<file path="src/rtl/fp_pkg.sv">
// Shared mantissa-width constants and divider state encoding for the FP datapath.
package fp_pkg;

    localparam int MANT_W = 24;
    localparam int PROD_W = 2 * MANT_W;

    typedef enum logic [1:0] {
        IDLE = 2'd0,
        RUN  = 2'd1,
        DONE = 2'd2
    } div_state_e;

endpackage

</file>
<file path="src/rtl/mantissa_divider_div_step.sv">
// One restoring-division iteration: shift in the next dividend bit, then trial-subtract the divisor.
module div_step
    import fp_pkg::*;
#(
    parameter int W = MANT_W
) (
    input  logic [W:0]   rem_i,
    input  logic         bit_i,
    input  logic [W-1:0] divisor_i,
    output logic [W:0]   rem_o,
    output logic         q_o
);

    logic [W+1:0] trial;
    logic [W:0]   diff;

    // The incoming remainder is always below the divisor, so the shifted trial value
    // is below twice the divisor and the restored result fits back into W+1 bits.
    always_comb begin
        trial = {rem_i, bit_i};
        diff  = trial[W:0] - {1'b0, divisor_i};
        q_o   = (trial >= {2'b00, divisor_i});
        rem_o = q_o ? diff : trial[W:0];
    end

endmodule

</file>
<file path="src/rtl/mantissa_divider.sv">
// Sequential radix-2 restoring mantissa divider: 48-bit dividend / 24-bit divisor, one quotient bit per cycle.
module mantissa_divider #(
    parameter int MANT_W = fp_pkg::MANT_W
) (
    input  logic                  clk,
    input  logic                  rst,
    input  logic                  start,
    input  logic [2*MANT_W-1:0]   r_op,
    input  logic [MANT_W-1:0]     b_op,
    output logic                  busy,
    output logic                  done,
    output logic [MANT_W-1:0]     q_op,
    output logic [MANT_W-1:0]     rem_op,
    output logic                  ovf
);

    import fp_pkg::*;

    div_state_e        state_q, state_d;
    logic [4:0]        cnt_q, cnt_d;
    logic [MANT_W:0]   partRem_q, partRem_d;
    logic [MANT_W-1:0] dividend_q, dividend_d;
    logic [MANT_W-1:0] divisor_q, divisor_d;
    logic [MANT_W-1:0] quo_q, quo_d;
    logic [MANT_W-1:0] q_q, q_d;
    logic [MANT_W-1:0] rem_q, rem_d;
    logic              ovf_q, ovf_d;

    logic              overflow;
    logic [MANT_W:0]   stepRem;
    logic              stepQ;

    // A quotient wider than MANT_W bits exists exactly when the upper half reaches the divisor.
    assign overflow = (r_op[2*MANT_W-1:MANT_W] >= b_op);

    div_step #(.W(MANT_W)) u_step (
        .rem_i     (partRem_q),
        .bit_i     (dividend_q[MANT_W-1]),
        .divisor_i (divisor_q),
        .rem_o     (stepRem),
        .q_o       (stepQ)
    );

    always_comb begin
        state_d    = state_q;
        cnt_d      = cnt_q;
        partRem_d  = partRem_q;
        dividend_d = dividend_q;
        divisor_d  = divisor_q;
        quo_d      = quo_q;
        q_d        = q_q;
        rem_d      = rem_q;
        ovf_d      = ovf_q;
        case (state_q)
            IDLE, DONE: begin
                if (start) begin
                    if (overflow) begin
                        state_d = DONE;
                        q_d     = '1;
                        rem_d   = '0;
                        ovf_d   = 1'b1;
                    end else begin
                        state_d    = RUN;
                        cnt_d      = 5'(MANT_W - 1);
                        partRem_d  = {1'b0, r_op[2*MANT_W-1:MANT_W]};
                        dividend_d = r_op[MANT_W-1:0];
                        divisor_d  = b_op;
                    end
                end else begin
                    state_d = IDLE;
                end
            end
            RUN: begin
                partRem_d  = stepRem;
                dividend_d = dividend_q << 1;
                quo_d      = {quo_q[MANT_W-2:0], stepQ};
                // Results are published only on entry to DONE so they stay stable throughout RUN.
                if (cnt_q == 5'd0) begin
                    state_d = DONE;
                    q_d     = {quo_q[MANT_W-2:0], stepQ};
                    rem_d   = stepRem[MANT_W-1:0];
                    ovf_d   = 1'b0;
                end else begin
                    cnt_d = cnt_q - 5'd1;
                end
            end
            default: state_d = IDLE;
        endcase
    end

    always_ff @(posedge clk) begin
        if (rst) begin
            state_q    <= IDLE;
            cnt_q      <= '0;
            partRem_q  <= '0;
            dividend_q <= '0;
            divisor_q  <= '0;
            quo_q      <= '0;
            q_q        <= '0;
            rem_q      <= '0;
            ovf_q      <= 1'b0;
        end else begin
            state_q    <= state_d;
            cnt_q      <= cnt_d;
            partRem_q  <= partRem_d;
            dividend_q <= dividend_d;
            divisor_q  <= divisor_d;
            quo_q      <= quo_d;
            q_q        <= q_d;
            rem_q      <= rem_d;
            ovf_q      <= ovf_d;
        end
    end

    assign busy   = (state_q == RUN);
    assign done   = (state_q == DONE);
    assign q_op   = q_q;
    assign rem_op = rem_q;
    assign ovf    = ovf_q;

endmodule
</file>
<file path="config.mk">
export PLATFORM = sky130hd
export DESIGN_NAME = mantissa_divider
export DESIGN_NICKNAME = d
export VERILOG_FILES = /design/src/rtl/fp_pkg.sv /design/src/rtl/mantissa_divider_div_step.sv /design/src/rtl/mantissa_divider.sv
export SDC_FILE = /design/constraint.sdc
export NUM_CORES = 1
export LEC_CHECK = 0
export CELL_PAD_IN_SITES_DETAIL_PLACEMENT = 1
export CELL_PAD_IN_SITES_GLOBAL_PLACEMENT = 1
export CORE_MARGIN = 1
export CORE_UTILIZATION = 41
export DETAILED_ROUTE_END_ITERATION = 16
export PLACE_DENSITY_LB_ADDON = 0.1
export SLEW_MARGIN = 5
export SYNTH_ARGS = -nofsm -noshare
export SYNTH_HDL_FRONTEND = slang
export SYNTH_HIERARCHICAL = 1
export SYNTH_SLANG_ARGS = --single-unit
</file>
<file path="constraint.sdc">
create_clock -name clk -period 3.1 [get_ports clk]
set_clock_uncertainty 0.05 [all_clocks]
set_input_delay 0.62 -clock clk [delete_from_list [all_inputs] [get_ports clk]]
set_output_delay 0.62 -clock clk [all_outputs]
set_load 0.03 [all_outputs]
</file>
==> reports/qor.yml, run 1 <==
layout:
  drive_gt1_share_pct: 16.7
  area_growth_pct: 32.2
  fin_nets: 1350
  antennaDiodeCount: 0
  fin_cells: 1506
  final_core_util_pct: 56.0
yosys:
  synth_top_family_by_area: "compound AO/OA/AOI/OAI gates"
  synth_fp_nets: 1206
  synth_seq_cells: 152
  netlist_area_um2: 8710
  syn_inst: 1080
  ys_seq_area_share_pct: 34.9
  synth_compound_area_share_pct: 26.8
  yosys_most_used_dff: "dfxtp_1"
  async_reset_ff_share_pct: 0
  synth_simple_gate_area_share_pct: 20.4
  synthMuxAreaShare_pct: 1.80
  synth_cell_types: 75
  yosysWarnings: 6
  synth_enable_flop_cells: 0
  synth_fa_ha_area_share_pct: 7.41
  synth_xor_area_share_pct: 1.51
  avgSynthCellArea_um2: 8.06
floorplan:
  core_area_um2: 20600
  ios: 126
  placementRows: 52
  die_w_um: 148
  start_util_pct: 42.4
  dieArea_um2: 21800
  chipHeight_um: 148
critical_path:
  worst_ep_arrival_time_ps: 3330
  cp.required_ps: 3370
  crit_fanout: 24
  r2r-end: "partRem_q[20]"
  reg2regPathDepth: 12
  crit_path_start_kind: "input pin"
  end_kind: "flip-flop"
  crit_start: "b_op[21]"
  r2r_start: "dividend_q[23]"
  worstSetupPathType: "in -> reg"
  rrSetupSlack_ps: 70
sta:
  slew_violations: 0
  setup_ws_ps: 42.1
  tightest_slew_ps: 895
  finalHoldViolCount: 0
  finalCritPeriodShare_pct: 98.6
  max_freq_mhz: 327
  rsz0062_at_grt: "yes"
  max_slew_margin_pct: 40.3
  setup_violations: 0
  post-route-min-period_ps: 3060
detailed_routing:
  drcViolationCount: 0
  drtIter0Drc: 346
  dr.pass1.iters: 4
  post_drt_wl_per_cell_um: 19.4
  via_per_inst: 5.73
  vias: 8633
  finalWirelength_mm: 29.3
  antenna_left: 0
hold_path:
  worstHoldPathType: "reg -> reg"
  whs_path_depth: 2
  hold_end: "quo_q[20]"
  worstHoldStart: "quo_q[19]"
grt:
  grt_pass1_vias: 8845
  grt-ovfl-total: 0
  grt_use_total_pct: 27.0
  grt_pass1_wl_mm: 46.7
  antenna_found_initial: 0
  grt_max_degree: 76
place:
  hpwl_mm: 20.3
  gp_congestion: 0.921
  io_buffers: 125
  place_ws_ps: -473
  placedCellCount: 1472
clock_tree:
  cts_root_buf: "clkbuf_16"
  htree_levels: 4
  worst_skew_pair.late_latency_ps: 430
  cts_made_buffers: 17
  cts_tree: "yes"
  clkSlewWorstSetupHoldPaths_ps: 70
  clock_sinks: 152
  clockBufferDepth: 2
power_and_ir_drop:
  p_leak_nw: 4.46
  peakVddDrop_mv: 0.380
  power.density_nw_per_um2: 724
flow_run:
  max-cap-violations: 0
run_status:
  outcome: "finished clean"
-- metal layers --
layer	wire (µm)	vias up	track usage (%)
met4	636	0	9.43
met5	0	-	0
met3	868	31	3.70
met1	12700	4245	32.8
met2	15000	145	48.4
li1	-	4212	-
-- cell usage in the layout (no fill, tap or decap), types with 4 or more instances in the layout --
| cell | instances |
|---|---|
| a21oi_2 | 5 |
| o2111ai_1 | 4 |
| and2_1 | 6 |
| clkbuf_16 | 17 |
| a21o_1 | 17 |
| inv_1 | 60 |
| buf_12 | 9 |
| o21ai_0 | 29 |
| dfxtp_1 | 152 |
| mux2_2 | 7 |
| nor4_1 | 17 |
| xor2_1 | 5 |
| inv_8 | 4 |
| nand4_1 | 6 |
| nor3_1 | 59 |
| nand2_1 | 64 |
| mux2_4 | 4 |
| a32oi_1 | 20 |
| a2111oi_2 | 21 |
| nand3_1 | 40 |
| ha_1 | 45 |
| o21a_1 | 9 |
| clkdlybuf4s50_1 | 124 |
| nor4_2 | 10 |
| and3_1 | 10 |
| xnor2_1 | 10 |
| a211oi_1 | 26 |
| ha_2 | 4 |
| buf_4 | 78 |
| o211ai_1 | 29 |
| nor2_1 | 142 |
| o21ai_1 | 8 |
| a21oi_1 | 106 |
-- report_power, final --
part           switching (W)  internal (W)  leakage (nW)  total, W
clock network       0.000935       0.00123         0.291   0.00217
registers           0.000136       0.00215          1.24   0.00229
logic                0.00222       0.00166          2.93   0.00388
-- cell families (layout without fill, tap and decap cells) --
kind of cell / after synthesis / after routing
simple gates: 379 / 379
flops: 152 / 152
buf+inv: 150 / 306
xor+xnor: 15 / 15
mux: 13 / 13
fa+ha+maj: 51 / 51
compound gates: 320 / 320
-- stage by stage --
stage	instance area, µm²	total power [W]	hold WS (ps)	setup TNS [ps]
finish	11500	0.00833	418	0
global route	11500	0.00873	435	-1570
CTS	11300	0.00822	423	0
detailed placement	10700	0.00601	414	-36820
global placement	10700	0.00596	402	-31340
floorplan	8710	0.00462	387	0
-- cell type report --
type / instances / area [µm²]
multi-input combinational: 778 / 5260
tap: 270 / 338
clock inverter: 13 / 165
timing repair buffer: 213 / 2030
clock buffer: 18 / 439
fill: 2488 / 9040
sequential: 152 / 3040
inverter: 62 / 240
-- cells in the mapped netlist, drive strengths merged (6+ instances only) --
library cell,count,area [µm²]
dfxtp,152,3040
nor2,143,553
a21oi,113,599
nand2,66,250
clkbuf,65,244
inv,62,240
nor3,59,295
ha,50,626
nand3,42,228
o21ai,39,195
a211oi,30,235
o211ai,30,230
nor4,27,175
a2111oi,25,338
a32oi,23,201
buf,23,136
a21o,17,128
mux2,12,146
and3,10,62.6
xnor2,10,87.6
o21a,9,67.6
and2,8,52.6
nand4,6,37.5
-- worst max-delay path, cell delays in order --
cell and delay, ps:
clkdlybuf4s50_1 470, inv_1 50, ha_1 290, buf_4 140, nand4_1 150, nor4_2 80
buf_4 140, and2_1 150, buf_4 150, a211oi_4 320, buf_4 210, nor2_1 70
buf_12 160, nor4_1 290
-- how the worst max path moves through the flow --
stage          slack [ps]             end
6_report               40      rem_op[14]
5_1_grt               -80   partRem_q[10]
4_1_cts                 3   partRem_q[15]
3_5_place_dp         -470   partRem_q[15]
3_3_place_gp         -380   partRem_q[15]
2_1_floorplan         330  dividend_q[19]
-- flip-flops by register name (all words and copies together) (netlist names) --
signal      cells
partRem_q      25
cnt_q           5
ovf             1
dividend_q     24
quo_q          23
divisor_q      24
rem_op         24
state_q         2
q_op           24
-- what timing repair did --
| item | in CTS | in global routing |
|---|---|---|
| hold endpoints to repair | 0 | 0 |
| setup buffers | 0 | 3 |
| setup endpoints to repair | 23 | 97 |
| pin swaps | 0 | 10 |
| gates resized for setup | 4 | 39 |
| hold buffers | 0 | 0 |
(Power assumes the default switching activity.)
==> run 2: changes to the inputs <==
--- a/config.mk
+++ b/config.mk
@@ -5,13 +5,13 @@
 export SDC_FILE = /design/constraint.sdc
 export NUM_CORES = 1
 export LEC_CHECK = 0
+export ABC_CLOCK_PERIOD_IN_PS = 3100
 export CELL_PAD_IN_SITES_DETAIL_PLACEMENT = 1
 export CELL_PAD_IN_SITES_GLOBAL_PLACEMENT = 1
-export CORE_MARGIN = 1
+export CORE_MARGIN = 3
 export CORE_UTILIZATION = 41
 export DETAILED_ROUTE_END_ITERATION = 16
 export PLACE_DENSITY_LB_ADDON = 0.1
-export SLEW_MARGIN = 5
 export SYNTH_ARGS = -nofsm -noshare
 export SYNTH_HDL_FRONTEND = slang
 export SYNTH_HIERARCHICAL = 1
==> reports/qor.yml, run 2 (synthesis results as in run 1) <==
place:
  gp_congestion: 0.924  # +0.29%
  placed_area_um2: 10800  # +0.82%
  place_ws_ps: -465  # +7.64 ps
  io_buffers: 125  # unchanged
  placedCellCount: 1487  # +1.0%
  hpwl_mm: 21.2  # +4.3%
sta:
  finalHoldViolCount: 0  # unchanged
  slew_violations: 0  # unchanged
  setup_violations: 2  # +2
  finalCritPeriodShare_pct: 102  # +3.1 points
  hold-worst-slack_ps: 416  # -2.01 ps
  max_slew_margin_pct: 41.6  # +1.3 points
  post-route-min-period_ps: 3150  # +94.7 ps
  tightest_slew_ps: 875  # -19.8 ps
  rsz0062_at_grt: "yes"
  setup_ws_ps: -52.6  # -94.7 ps
  max_freq_mhz: 317  # -3.0%
  final.setup.tns_ps: -55.3  # -55.3 ps
grt:
  grt_use_total_pct: 26.4  # -0.56 points
  met1_usage_pct: 32.6  # -0.26 points
  grt_use_met3_pct: 3.99  # +0.28 points
  grt_pass1_vias: 9315  # +5.3%
  grt_pass1_wl_mm: 48.3  # +3.5%
  antenna_found_initial: 0  # unchanged
  grt_max_degree: 76  # unchanged
  grt.busiest_layer: "met2"
  grt-ovfl-total: 0  # unchanged
  globalRouteMet2Util_pct: 47.0  # -1.4 points
run_status:
  violations: "negative setup slack"
  outcome: "finished with violations"
critical_path:
  cp.required_ps: 3380  # about the same
  worst_ep_arrival_time_ps: 3430  # +100 ps
  r2r_start: "dividend_q[23]"
  crit_start: "dividend_q[23]"
  end_kind: "flip-flop"
  crit_fanout: 8  # -67%
  crit_path_start_kind: "flip-flop"
  worstSetupPathType: "reg -> reg"
layout:
  area_growth_pct: 36.0
  antennaDiodeCount: 0  # unchanged
  multi_input_area_um2: 5340  # +1.5%
  layout_commonest_cell: "dfxtp_1"
  regMostFlops: "partRem_q"
  fin_nets: 1373  # +1.7%
  fill_cells: 2428  # -2.4%
  register_area_um2: 3040  # unchanged
  design_area_um2: 11800  # +2.8%
  final_cell_mix: "152 x dfxtp_1, 142 x nor2_1, 117 x clkdlybuf4s50_1, 104 x a21oi_1, 93 x buf_4"
  drive_gt1_share_pct: 18.0  # +1.3 points
  largest_register_ffs: 25  # unchanged
  fin_cells: 1530  # +1.6%
clock_tree:
  clock_sinks: 152  # unchanged
  clockBufferDepth: 2  # unchanged
  cts_tree: "yes"
  clkSlewWorstSetupHoldPaths_ps: 70  # about the same
  worst_skew_pair.late_latency_ps: 430  # about the same
  htree_levels: 4  # unchanged
  cts_made_buffers: 17  # unchanged
  cts_root_buf: "clkbuf_16"
floorplan:
  chipHeight_um: 152  # +2.7%
  start_util_pct: 42.4  # unchanged
  core_area_um2: 20600  # unchanged
  ios: 126  # unchanged
  dieArea_um2: 23000  # +5.5%
  placementRows: 52  # unchanged
  die_w_um: 152  # +2.7%
power_and_ir_drop:
  intPower_w: 0.00497  # -1.5%
  peakVddDrop_mv: 0.456  # +20%
  power.density_nw_per_um2: 713  # -1.5%
  p_sw_w: 0.00347  # +5.5%
  clockPowerShare_pct: 25.0  # -1.0 points
  p_leak_nw: 4.66  # +4.4%
  seq_power_share_pct: 27.1  # -0.3 points
  power_frac_comb_pct: 47.9  # +1.3 points
  swShare_pct: 41.1  # +1.7 points
hold_path:
  worstHoldPathType: "reg -> reg"
  worstHoldStart: "quo_q[22]"
detailed_routing:
  drcViolationCount: 0  # unchanged
  drtIter0Drc: 433  # +25%
  vias: 8994  # +4.2%
  post_drt_wl_per_cell_um: 20.7  # +6.7%
  antenna_left: 0  # unchanged
  dr.pass1.iters: 5  # +1
  via_per_inst: 5.88  # +2.5%
  finalWirelength_mm: 31.7  # +8.4%
flow_run:
  max-cap-violations: 0  # unchanged
[run 2: cell count changes in the layout (fill, tap and decap cells not counted), moves of 4 or more]
cell	before	now
a2111oi_2	21	17
a2111oi_4	0	6
buf_4	78	93
buf_6	1	5
clkdlybuf4s50_1	124	117
dlymetal6s2s_1	0	7
nor4_1	17	22
nor4_2	10	5
[run 2: cell type report]
cell class	instances	area share (%)
inverters	62	2.03
well taps	270	2.85
multi-input cells	779	45.1
flip-flops and latches	152	25.7
repair buffers	235	19.3
clock buffers	17	3.59
clock inverters	15	1.48
[run 2: metrics by stage]
| step | util (%) | power, W |
|---|---|---|
| floorplan | - | 0.00462 |
| global placement | 52.4 | 0.00597 |
| detailed placement | 52.4 | 0.00603 |
| CTS | 55.5 | 0.00821 |
| global route | 57.6 | 0.00883 |
| finish | 57.6 | 0.00844 |
[run 2: path summary, 6_finish.rpt]
check	end	slack (ps)	cells past startpoint
max	partRem_q[18]	-50	13
min	quo_q[22]	420	2
max reg2reg	partRem_q[18]	-50	13
min reg2reg	quo_q[22]	420	2
[run 2: worst max-delay path, stage by stage, from the launching register on]
cell	delay, ps
dfxtp_1	370
inv_1	90
ha_1	220
inv_1	90
fa_1	230
a211oi_2	90
o21ai_1	260
nand3_2	190
a21boi_4	270
nor2_8	100
buf_12	140
o31ai_1	460
nor2_1	130
a2111oi_2	350
[run 2: per-layer routing]
| metal | share of wire [%] | up-vias |
|---|---|---|
| li1 | - | 4252 |
| met1 | 42 | 4451 |
| met2 | 51 | 237 |
| met3 | 3.3 | 54 |
| met4 | 3.0 | 0 |
| met5 | 0 | - |
[run 2: what timing repair did]
action	4_1_cts	5_1_grt
pin swaps	0	14
endpoints found under the setup margin	32	87
hold buffers	0	0
buffers inserted	1	6
resized for setup	5	61
gates cloned	0	4
[run 2: power by group through the flow]
stage                     sequential (W)  clock (W)  combinational, W
after floorplan                  0.00243          0           0.00219
after global placement           0.00232          0           0.00365
after detailed placement         0.00233          0           0.00371
after CTS                        0.00229    0.00214           0.00378
after global routing             0.00231    0.00223           0.00429
final                            0.00229    0.00211           0.00404
